$ cat config.mk
export PLATFORM = sky130hd
export DESIGN_NAME = ibex_pmu_arbiter
export DESIGN_NICKNAME = d
export VERILOG_FILES = /design/src/rtl/ibex_pmu_arbiter.sv
export SDC_FILE = /design/constraint.sdc
export NUM_CORES = 1
export LEC_CHECK = 0
export BUFFER_PORTS_ARGS = -buffer_cell sky130_fd_sc_hd__buf_2
export CORE_MARGIN = 8
export CORE_UTILIZATION = 45
export CTS_BUF_LIST = sky130_fd_sc_hd__clkbuf_8 sky130_fd_sc_hd__clkbuf_16
export CTS_CLUSTER_DIAMETER = 60
export DETAILED_ROUTE_END_ITERATION = 6
export GPL_ROUTABILITY_DRIVEN = 0
export PLACE_DENSITY = 0.83
export SYNTH_ARGS = -nofsm -noshare
export SYNTH_HDL_FRONTEND = slang
export SYNTH_SLANG_ARGS = --single-unit
$ cat constraint.sdc
create_clock -name clk_i -period 3.5 [get_ports clk_i]
set_input_delay 0.175 -clock clk_i [delete_from_list [all_inputs] [get_ports clk_i]]
set_output_delay 0.175 -clock clk_i [all_outputs]
set_load 0.03 [all_outputs]
$ cat src/rtl/ibex_pmu_arbiter.sv
// ibex_pmu_arbiter: round-robin arbiter that shares one PMU counter interface
// between NumReq requesters. It runs one transaction at a time, holds the
// owner's payload until the response arrives, and returns the response to the
// owner only. A timeout with drain recovery covers lost register-access
// responses.

package ibex_pmu_pkg;

    typedef enum logic [1:0] {
        PMC_IDLE = 2'b00,
        PMC_REQ  = 2'b01,
        PMC_WFP  = 2'b10,
        PMC_WFO  = 2'b11
    } pmc_op_e;

endpackage

module ibex_pmu_arbiter
    import ibex_pmu_pkg::*;
#(
    parameter int unsigned NumReq        = 2,
    parameter int unsigned TimeoutCycles = 64
) (
    input  logic                     clk_i,
    input  logic                     rst_i,

    input  pmc_op_e [NumReq-1:0]     req_op_i,
    input  logic    [NumReq-1:0][31:0] req_addr_i,
    input  logic    [NumReq-1:0]     req_we_i,
    input  logic    [NumReq-1:0][31:0] req_wdata_i,
    output logic    [NumReq-1:0]     req_gnt_o,
    output logic    [NumReq-1:0]     req_rvalid_o,
    output logic                     req_err_o,
    output logic    [31:0]           req_rdata_o,

    output pmc_op_e                  counter_op_o,
    input  logic                     counter_gnt_i,
    input  logic                     counter_rvalid_i,
    input  logic                     counter_err_i,
    output logic    [31:0]           counter_addr_o,
    output logic                     counter_we_o,
    output logic    [31:0]           counter_wdata_o,
    input  logic    [31:0]           counter_rdata_i
);

    // Index width for requester numbers; one extra bit for the wrap-around sum.
    localparam int unsigned IdxW = (NumReq > 32'd1) ? $clog2(NumReq) : 32'd1;
    localparam int unsigned SumW = IdxW + 32'd1;

    // Timeout counter sizing. A zero TimeoutCycles disables the timeout; the
    // counter is then kept one bit wide and never advances.
    localparam int unsigned CntW = (TimeoutCycles > 32'd0) ? $clog2(TimeoutCycles + 32'd1) : 32'd1;
    localparam logic        TmoEn = (TimeoutCycles > 32'd0);
    // The timeout fires in the TimeoutCycles-th REQ cycle, i.e. when the
    // counter (cleared on grant) still shows TimeoutCycles-1.
    localparam logic [CntW-1:0] TmoLast = (TimeoutCycles > 32'd0) ? CntW'(TimeoutCycles - 32'd1) : '0;
    localparam logic [IdxW-1:0] LastIdx = IdxW'(NumReq - 32'd1);

    typedef enum logic [1:0] {
        ST_IDLE  = 2'd0,
        ST_REQ   = 2'd1,
        ST_WFX   = 2'd2,
        ST_DRAIN = 2'd3
    } state_e;

    state_e          state_q, state_d;
    logic [IdxW-1:0] owner_q, owner_d;
    pmc_op_e         op_q, op_d;
    logic [31:0]     addr_q, addr_d;
    logic            we_q, we_d;
    logic [31:0]     wdata_q, wdata_d;
    logic [IdxW-1:0] rr_ptr_q, rr_ptr_d;
    logic [CntW-1:0] tmo_q, tmo_d;

    logic            win_valid_s;
    logic [IdxW-1:0] win_idx_s;
    logic [SumW-1:0] cand_sum_s;
    logic [IdxW-1:0] cand_s;

    // Round-robin search: first requester with a non-idle op, starting at rr_ptr_q.
    always_comb begin
        win_valid_s = 1'b0;
        win_idx_s   = '0;
        cand_sum_s  = '0;
        cand_s      = '0;
        for (int unsigned k = 32'd0; k < NumReq; k++) begin
            cand_sum_s = {1'b0, rr_ptr_q} + SumW'(k);
            if (cand_sum_s >= SumW'(NumReq)) begin
                cand_sum_s = cand_sum_s - SumW'(NumReq);
            end else begin
                cand_sum_s = cand_sum_s;
            end
            cand_s = cand_sum_s[IdxW-1:0];
            if (!win_valid_s && (req_op_i[cand_s] != PMC_IDLE)) begin
                win_valid_s = 1'b1;
                win_idx_s   = cand_s;
            end else begin
                win_valid_s = win_valid_s;
            end
        end
    end

    // Next-state logic, transaction latching and combinational output steering.
    always_comb begin
        state_d  = state_q;
        owner_d  = owner_q;
        op_d     = op_q;
        addr_d   = addr_q;
        we_d     = we_q;
        wdata_d  = wdata_q;
        rr_ptr_d = rr_ptr_q;
        tmo_d    = tmo_q;

        req_gnt_o       = '0;
        req_rvalid_o    = '0;
        req_err_o       = 1'b0;
        req_rdata_o     = 32'h0000_0000;
        counter_op_o    = PMC_IDLE;
        counter_addr_o  = addr_q;
        counter_we_o    = we_q;
        counter_wdata_o = wdata_q;

        case (state_q)
            ST_IDLE: begin
                // Present the current winner straight to the PMU so the grant
                // can be taken in this same cycle.
                if (win_valid_s) begin
                    counter_op_o    = req_op_i[win_idx_s];
                    counter_addr_o  = req_addr_i[win_idx_s];
                    counter_we_o    = req_we_i[win_idx_s];
                    counter_wdata_o = req_wdata_i[win_idx_s];
                    if (counter_gnt_i) begin
                        req_gnt_o[win_idx_s] = 1'b1;
                        owner_d  = win_idx_s;
                        op_d     = req_op_i[win_idx_s];
                        addr_d   = req_addr_i[win_idx_s];
                        we_d     = req_we_i[win_idx_s];
                        wdata_d  = req_wdata_i[win_idx_s];
                        rr_ptr_d = (win_idx_s == LastIdx) ? '0 : (win_idx_s + IdxW'(1));
                        tmo_d    = '0;
                        case (req_op_i[win_idx_s])
                            PMC_REQ:          state_d = ST_REQ;
                            PMC_WFP, PMC_WFO: state_d = ST_WFX;
                            default:          state_d = ST_IDLE;
                        endcase
                    end else begin
                        state_d = ST_IDLE;
                    end
                end else begin
                    counter_op_o = PMC_IDLE;
                end
            end

            ST_REQ: begin
                // A real response wins over a timeout firing in the same cycle.
                if (counter_rvalid_i) begin
                    req_rvalid_o[owner_q] = 1'b1;
                    req_err_o             = counter_err_i;
                    req_rdata_o           = counter_rdata_i;
                    tmo_d                 = '0;
                    state_d               = ST_IDLE;
                end else if (TmoEn && (tmo_q == TmoLast)) begin
                    req_rvalid_o[owner_q] = 1'b1;
                    req_err_o             = 1'b1;
                    req_rdata_o           = 32'h0000_0000;
                    tmo_d                 = '0;
                    state_d               = ST_DRAIN;
                end else if (TmoEn) begin
                    tmo_d = tmo_q + CntW'(1);
                end else begin
                    tmo_d = tmo_q;
                end
            end

            ST_WFX: begin
                // Wait-for ops keep the op asserted until the PMU answers; the
                // op drops in the response cycle itself.
                if (counter_rvalid_i) begin
                    counter_op_o          = PMC_IDLE;
                    req_rvalid_o[owner_q] = 1'b1;
                    req_err_o             = counter_err_i;
                    req_rdata_o           = counter_rdata_i;
                    state_d               = ST_IDLE;
                end else begin
                    counter_op_o = op_q;
                end
            end

            ST_DRAIN: begin
                // Swallow the late response of a timed-out access.
                if (counter_rvalid_i) begin
                    state_d = ST_IDLE;
                end else begin
                    state_d = ST_DRAIN;
                end
            end

            default: begin
                state_d = ST_IDLE;
            end
        endcase
    end

    // State and transaction registers with synchronous reset.
    always_ff @(posedge clk_i) begin
        if (rst_i) begin
            state_q  <= ST_IDLE;
            owner_q  <= '0;
            op_q     <= PMC_IDLE;
            addr_q   <= 32'h0000_0000;
            we_q     <= 1'b0;
            wdata_q  <= 32'h0000_0000;
            rr_ptr_q <= '0;
            tmo_q    <= '0;
        end else begin
            state_q  <= state_d;
            owner_q  <= owner_d;
            op_q     <= op_d;
            addr_q   <= addr_d;
            we_q     <= we_d;
            wdata_q  <= wdata_d;
            rr_ptr_q <= rr_ptr_d;
            tmo_q    <= tmo_d;
        end
    end

endmodule

---- Yosys cells after proc, flatten, opt, wreduce, memory -nomap -nowiden ----
Cells that the tools add are included.
word-level totals
  output and inout port bits .............. 104
  word-level logic and storage cells ...... 103
  input port bits ......................... 171
  bits in registers ....................... 78
cells by class
  equal/unequal tests ..................... 11
  reductions and logical operators ........ 13
  $add $sub $neg .......................... 5
  muxes and demuxes ....................... 58
  magnitude comparators ................... 8
operators by type and width
  cell                   number
  $mux W32               10
  $mux W2                20
  $mux W7                4
  $mux W1                16
  $pmux W7 S2            1
  $pmux W2 S2            3
  $reduce_and A3 Y1      3
  $eq A2 B2 Y1 const B   4
  $lt A1 B2 Y1 const B   4
  $pmux W2 S4            1
  $add A7 B1 Y7 const B  1
  $eq A7 B6 Y1 const B   1
  $ne A2 B2 Y1 const B   3
  $reduce_bool A2 Y1     3
  $eq A2 B1 Y1 const B   2
  $reduce_or A2 Y1       2
  $logic_and A1 B1 Y1    3
  $ne A3 B3 Y1 const B   1
  $add A1 B1 Y2 const B  1
  $demux W1 S1           2
  $ge A1 B1 Y1 const B   2
  $ge A1 B2 Y1 const B   1
  $ge A2 B2 Y1 const B   1
  $logic_not A2 Y1       1
  other kinds (4)        5

---- Logic depth before layout (Yosys ltp) ----
Gate-level depths: netlist of run 1.
  depth after elaboration ................. 17
  mapped depth ............................ 9
  depth with buffers taken out ............ 7

---- Least setup slack after synthesis of run 1 ----
Ideal clock, no wire load.
  path kind ............................... register to output
  start ................................... register state_q[0]
  end ..................................... output counter_addr_o[26]
  cell stages (with the launch flop) ...... 8
  buffers on the path ..................... 3
  slack ................................... 1.503 ns
  data arrival time ....................... 1.822 ns
  cells stage by stage .................... dfxtp_1 > inv_1 > ha_1 > buf_2 > nand2_1 > buf_4 > buf_4 > o21ai_0
between the ends
  cells in the longest elaborated chain, start to end .. 2
RTL lines
  element                 line  source
  from (decl)             66    state_e state_q, state_d;
  from (signal assigned)  216   state_q <= state_d;
  $logic_not A2 Y1        123   case (state_q)
  $mux W32                123
  to (decl)               40    output logic [31:0] counter_addr_o,
Every way passes these cells.

---- Worst setup path in the final report of run 1 ----
  start ................................... register state_q[1]
  end ..................................... output req_gnt_o[1]
between the ends
  cells in the longest elaborated chain, start to end .. 2
RTL lines
  element           line  source
  $logic_not A2 Y1  123
  $mux W2           123
  to (decl)         31    output logic [NumReq-1:0] req_gnt_o,
Every way passes these cells.

==> results of run 1 <==
## where the power goes
| part | switching (mW) | internal (mW) | total [mW] | leakage [nW] |
|---|---|---|---|---|
| clock network | 0.309 | 0.363 | 0.672 | 0.110 |
| registers | 0.0724 | 1.02 | 1.09 | 0.645 |
| logic | 1.17 | 0.541 | 1.71 | 2.42 |
| total | 1.55 | 1.92 | 3.48 | 3.17 |
## sequential cells by signal, indices dropped and copies added (netlist names)
register / count
tmo_q: 7
rr_ptr_q: 1
op_q: 2
addr_q: 32
owner_q: 1
state_q: 2
wdata_q: 32
we_q: 1
## logic make-up after synthesis
kind of cell	after synthesis	share of synthesized area (%)
AND/OR/NAND/NOR	208	20.41
flip-flops	78	34.10
AO/OA/AOI/OAI	162	22.40
adder cells (fa/ha/maj)	5	1.366
buffers and inverters	60	6.912
multiplexers	66	14.43
XOR/XNOR	2	0.3826
## through the flow
step	hold slack (ns)	total power, mW
4_1_cts	0.1937	3.510
6_report	0.2112	3.475
3_3_place_gp	0.4485	2.818
3_5_place_dp	0.4584	2.836
2_1_floorplan	0.4048	2.392
5_1_grt	0.2086	3.698
## layer usage
metal | global-route usage [%] | wire [um] | up-vias
li1 | - | - | 2539
met1 | 20.71 | 5526 | 2147
met2 | 34.85 | 7020 | 206
met3 | 6.670 | 1546 | 9
met4 | 5.717 | 141 | 0
met5 | 0 | 0 | -
## path summary, 6_finish.rpt
path | to | slack [ns] | cells after the start
worst min register to register | owner_q | 0.47 | 2
worst min-delay path | addr_q[14] | 0.21 | 3
worst max register to register | tmo_q[5] | 1.41 | 6
worst max-delay path | req_gnt_o[1] | 0.92 | 8
## cells in the final DEF (no fill, tap or decap), types with 3 or more instances in the layout
cell,count
buf_2,274
dfxtp_1,78
nand2_1,77
nor2_1,75
mux2i_1,66
a211oi_1,66
o21ai_0,65
and3_1,34
a21oi_1,11
clkbuf_8,11
inv_1,9
o21ai_1,6
nand2b_1,5
ha_1,5
buf_4,5
or4_1,3
nand3_1,3
clkinv_2,3
## critical path, cell delays in order (launching register included)
cell and delay, ns:
dfxtp_1 0.35, inv_1 0.09, ha_1 0.36, nand2_1 0.21, nor2_4 0.16, buf_4 0.43, nand2b_1 0.14, inv_1 0.12
buf_2 0.21
## layout make-up
| cell class | count | area (um2) |
|---|---|---|
| flip-flops and latches | 78 | 1562 |
| clock buffers | 11 | 151.4 |
| multi-input cells | 443 | 2721 |
| repair buffers | 281 | 1449 |
| well taps | 136 | 170.2 |
| fillers | 942 | 3960 |
| clock inverters | 5 | 48.80 |
| inverters | 8 | 30.03 |
==> results.json, run 1 <==
{
  "status": "complete, no violations",
  "crit_arrival_ns": 2.40,
  "final-setup-viol-count": 0,
  "die_w_um": 116.9,
  "min_period_over_period_pct": 73.65,
  "wl_per_cell_um": 14.80,
  "grt_pass1_vias": 4427,
  "period_minus_slack_ns": 2.578,
  "r2r_start": "state_q[1]",
  "numCtsBuffers": 9,
  "place_ws_ns": 1.270,
  "path_clk_slew_ns": 0.08,
  "floorplan.initialDensity_pct": 45.38,
  "coreArea_mm2": 0.01009,
  "grt-ovfl-total": 0,
  "ctsHoldBuffers": 0,
  "hp-start": "req_addr_i[46]",
  "rsz0062_at_grt": "no",
  "yosysTopAreaCell": "dfxtp_1",
  "dpl.hpwl_um": 11300,
  "synth_cell_type_count": 39,
  "syn_to_final_growth_pct": 33.91,
  "grt_max_degree": 87,
  "cp-start-kind": "register",
  "routed-via-count": 4901,
  "synthesis.area_mm2": 0.004579,
  "ys_ff_latch": 78,
  "die_y_um": 116.9,
  "grt.total_usage_pct": 19.27,
  "post_cts_buffers": 0,
  "synthTopCellsByCount": "dfxtp_1, nand2_1, nor2_1, a211oi_1, mux2i_1",
  "wl_um": 14230,
  "cts.path.max_buffers": 2,
  "cts_tree": "done",
  "async_flop_share_pct": 0,
  "nNetsFinal": 997,
  "drt_iter0_drc": 221,
  "antenna_found_initial": 0,
  "drcViolationCount": 0,
  "cts_sinks": 78,
  "ant_nets": 0,
  "skew_ns": 0.005078,
  "synth_nets": 757,
  "crit_required_ns": 3.32,
  "startpoint": "state_q[1]",
  "slew_headroom_pct": 41.40,
  "synth_enable_flop_cells": 0,
  "finalSetupTns_ns": 0,
  "rows": 37,
  "worstHoldPathType": "input pin to register",
  "clkLatencyLatePin_ns": 0.33,
  "crit_type": "register to output port",
  "ir_worst_vdd_mv": 0.3664,
  "vias_per_cell": 5.095,
  "cap_violations": 0,
  "power_density_mw_per_mm2": 566.7,
  "io-pin-count": 275,
  "worst_slack_ns": 0.9223,
  "yosys_warnings": 0,
  "worstMarginPinSlew_ns": 0.8790,
  "crit_fanout": 49,
  "yosys_most_used_dff": "dfxtp_1",
  "post_layout_nonfiller_instances": 962,
  "hold_viol": 0,
  "io_buffers": 274,
  "final_cell_area_mm2": 0.006132,
  "post_dp_cell_area_mm2": 0.005932,
  "first_pass_iters": 4,
  "cts_resized": 0,
  "fmax_mhz": 388.0,
  "htreeDepth": 3,
  "placed_cells_incl_taps": 946,
  "syn-instance-count": 581,
  "synth_seq_area_share_pct": 34.10,
  "p_leak_nw": 3.171,
  "n_antenna_cell": 0,
  "cts_root_buffer": "clkbuf_8",
  "synth_top_area_share_pct": 34.10,
  "end_kind": "output port",
  "die_area_mm2": 0.01366,
  "grt_pass1_wl_um": 21130,
  "syn_avg_cell_area_um2": 7.882,
  "post-route-util_pct": 60.76,
  "synthTopCellsByArea": "dfxtp_1, mux2i_1, a211oi_1",
  "drive_gt1_share_pct": 36.56,
  "drv_slew": 0
}
No activity file was read; power rests on OpenSTA's default activity.
==> inputs of run 2 (changes only) <==
Settings changed: CORE_UTILIZATION 45 to 44, PLACE_DENSITY 0.83 to 0.81.
Clock period 3.5 ns to 2.5 ns, I/O delays scaled along.
==> run 2 against run 1 <==
Routed wire length grew 3.0%; critical path depth shrank 2; die area grew 2.0%; final area grew 1.1%; worst hold slack lost 0.068 ns; setup slack lost 0.78 ns; non-clock buffer count grew 6; critical path type unchanged; largest cell class unchanged.
==> results.json, run 2 (synthesized netlist as in run 1, its figures left out) <==
{
  "status": "complete, no violations",
  "cts_tree": "done",
  "floorplan.initialDensity_pct": 44.76,
  "min_period_over_period_pct": 94.16,
  "grt.total_usage_pct": 20.39,
  "comb_power_share_pct": 51.1,
  "cp_top_family": "buffers and inverters",
  "final-setup-viol-count": 0,
  "place_ws_ns": 0.4480,
  "p_sw_mw": 2.201,
  "top_regs": "addr_q: 32 flops, wdata_q: 32 flops, tmo_q: 7 flops",
  "fmax_mhz": 424.8,
  "post_layout_nonfiller_instances": 967,
  "slew_headroom_pct": 54.22,
  "wl_um": 14660,
  "power.internal_mw": 2.641,
  "cap_violations": 0,
  "ctsHoldBuffers": 0,
  "cts.path.max_buffers": 2,
  "wl_per_cell_um": 15.16,
  "skew_ns": 0.007603,
  "dpl.hpwl_um": 11780,
  "total_power_mw": 4.843,
  "crit_required_ns": 2.38,
  "fillers": 985,
  "grt_max_degree": 73,
  "final_cell_area_mm2": 0.006202,
  "grt-ovfl-total": 0,
  "numCtsBuffers": 9,
  "io_buffers": 274,
  "coreArea_mm2": 0.01023,
  "routed-via-count": 4886,
  "n_antenna_cell": 0,
  "ant_nets": 0,
  "cp.buffers_inverters": 3,
  "clkPwrFrac_pct": 17.4,
  "cts_root_buffer": "clkbuf_8",
  "drt_iter0_drc": 264,
  "antenna_found_initial": 0,
  "syn_to_final_growth_pct": 35.44,
  "p_leak_nw": 3.196,
  "drv_slew": 0,
  "path_clk_slew_ns": 0.08,
  "grt_pass1_wl_um": 23490,
  "finalSetupTns_ns": 0,
  "cp-start-kind": "register",
  "hold_viol": 0,
  "multi_input_area_mm2": 0.002721,
  "die_area_mm2": 0.01393,
  "drcViolationCount": 0,
  "rsz0062_at_grt": "no",
  "die_w_um": 118.0,
  "max_stage_delay_ns": 0.36,
  "regArea_mm2": 0.001562,
  "ir_worst_vdd_mv": 0.4047,
  "clkLatencyLatePin_ns": 0.35,
  "first_pass_iters": 5,
  "period_minus_slack_ns": 2.354,
  "post_dp_cell_area_mm2": 0.006012,
  "end_kind": "output port",
  "cts_sinks": 78,
  "worstPathCellList": "inv_1, ha_1, nand2_4, buf_12, o31ai_1, buf_2",
  "worstHoldPathType": "input pin to register",
  "vias_per_cell": 5.053,
  "post_cts_buffers": 0,
  "worstMarginPinSlew_ns": 0.6779,
  "io-pin-count": 275,
  "htreeDepth": 3,
  "worst_slack_ns": 0.1459,
  "crit_arrival_ns": 2.23,
  "seqPwrFrac_pct": 31.4,
  "power_density_mw_per_mm2": 780.8,
  "rows": 37,
  "crit_type": "register to output port",
  "post-route-util_pct": 60.62,
  "crit_fanout": 35,
  "die_y_um": 118.0,
  "final_common_cell": "buf_2",
  "nNetsFinal": 1003,
  "grt_pass1_vias": 4669,
  "holdWs_ns": 0.1435,
  "slowest_stage": "ha_1",
  "switching_share_pct": 45.46,
  "drive_gt1_share_pct": 36.94,
  "placed_cells_incl_taps": 950,
  "cts_resized": 0,
  "final_cell_mix": "buf_2, dfxtp_1, nand2_1, nor2_1"
}
[run 2: changes by cell type in the layout (fill, tap and decap cells not counted)]
cell | before | now
buf_12 | 2 | 6
buf_4 | 5 | 7
clkinv_2 | 3 | 1
clkinvlp_4 | 0 | 2
bufinv_16 | 1 | 0
[run 2: worst reg2reg max path: stages, from the launching register on]
cell	delay, ns
dfxtp_1	0.35
inv_1	0.09
ha_1	0.36
nand2_1	0.20
o21a_1	0.33
or4_1	0.54
a21oi_1	0.15
[run 2: power groups by stage]
| stage | Clock, mW | Combinational (mW) | Sequential (mW) |
|---|---|---|---|
| after global routing | 0.920 | 2.70 | 1.54 |
| after global placement | 0 | 2.47 | 1.55 |
| after floorplan | 0 | 1.82 | 1.52 |
| final | 0.844 | 2.48 | 1.52 |
| after detailed placement | 0 | 2.49 | 1.55 |
| after CTS | 0.873 | 2.50 | 1.52 |
[run 2: worst paths after layout]
path,cells after the start,from,slack [ns],end
worst max-delay path,6,state_q[1],0.15,counter_op_o[1]
worst min-delay path,3,req_addr_i[61],0.14,addr_q[29]
worst max register to register,6,state_q[1],0.41,tmo_q[5]
worst min register to register,2,op_q[1],0.46,op_q[1]
[run 2: cell type report]
cell class	count	share of cell area, %
Inverter	8	0.4842
Clock buffer	11	2.441
Tap cell	136	2.744
Multi-Input combinational cell	443	43.88
Timing Repair Buffer	287	24.89
Clock inverter	4	0.3833
Sequential cell	78	25.18
[run 2: per-layer routing]
metal / wire, um / up-vias / GRT usage [%]
met5: 0 / - / 0
met4: 233 / 0 / 7.366
met3: 1265 / 14 / 6.954
met2: 7304 / 195 / 36.16
met1: 5860 / 2119 / 22.03
li1: - / 2558 / -
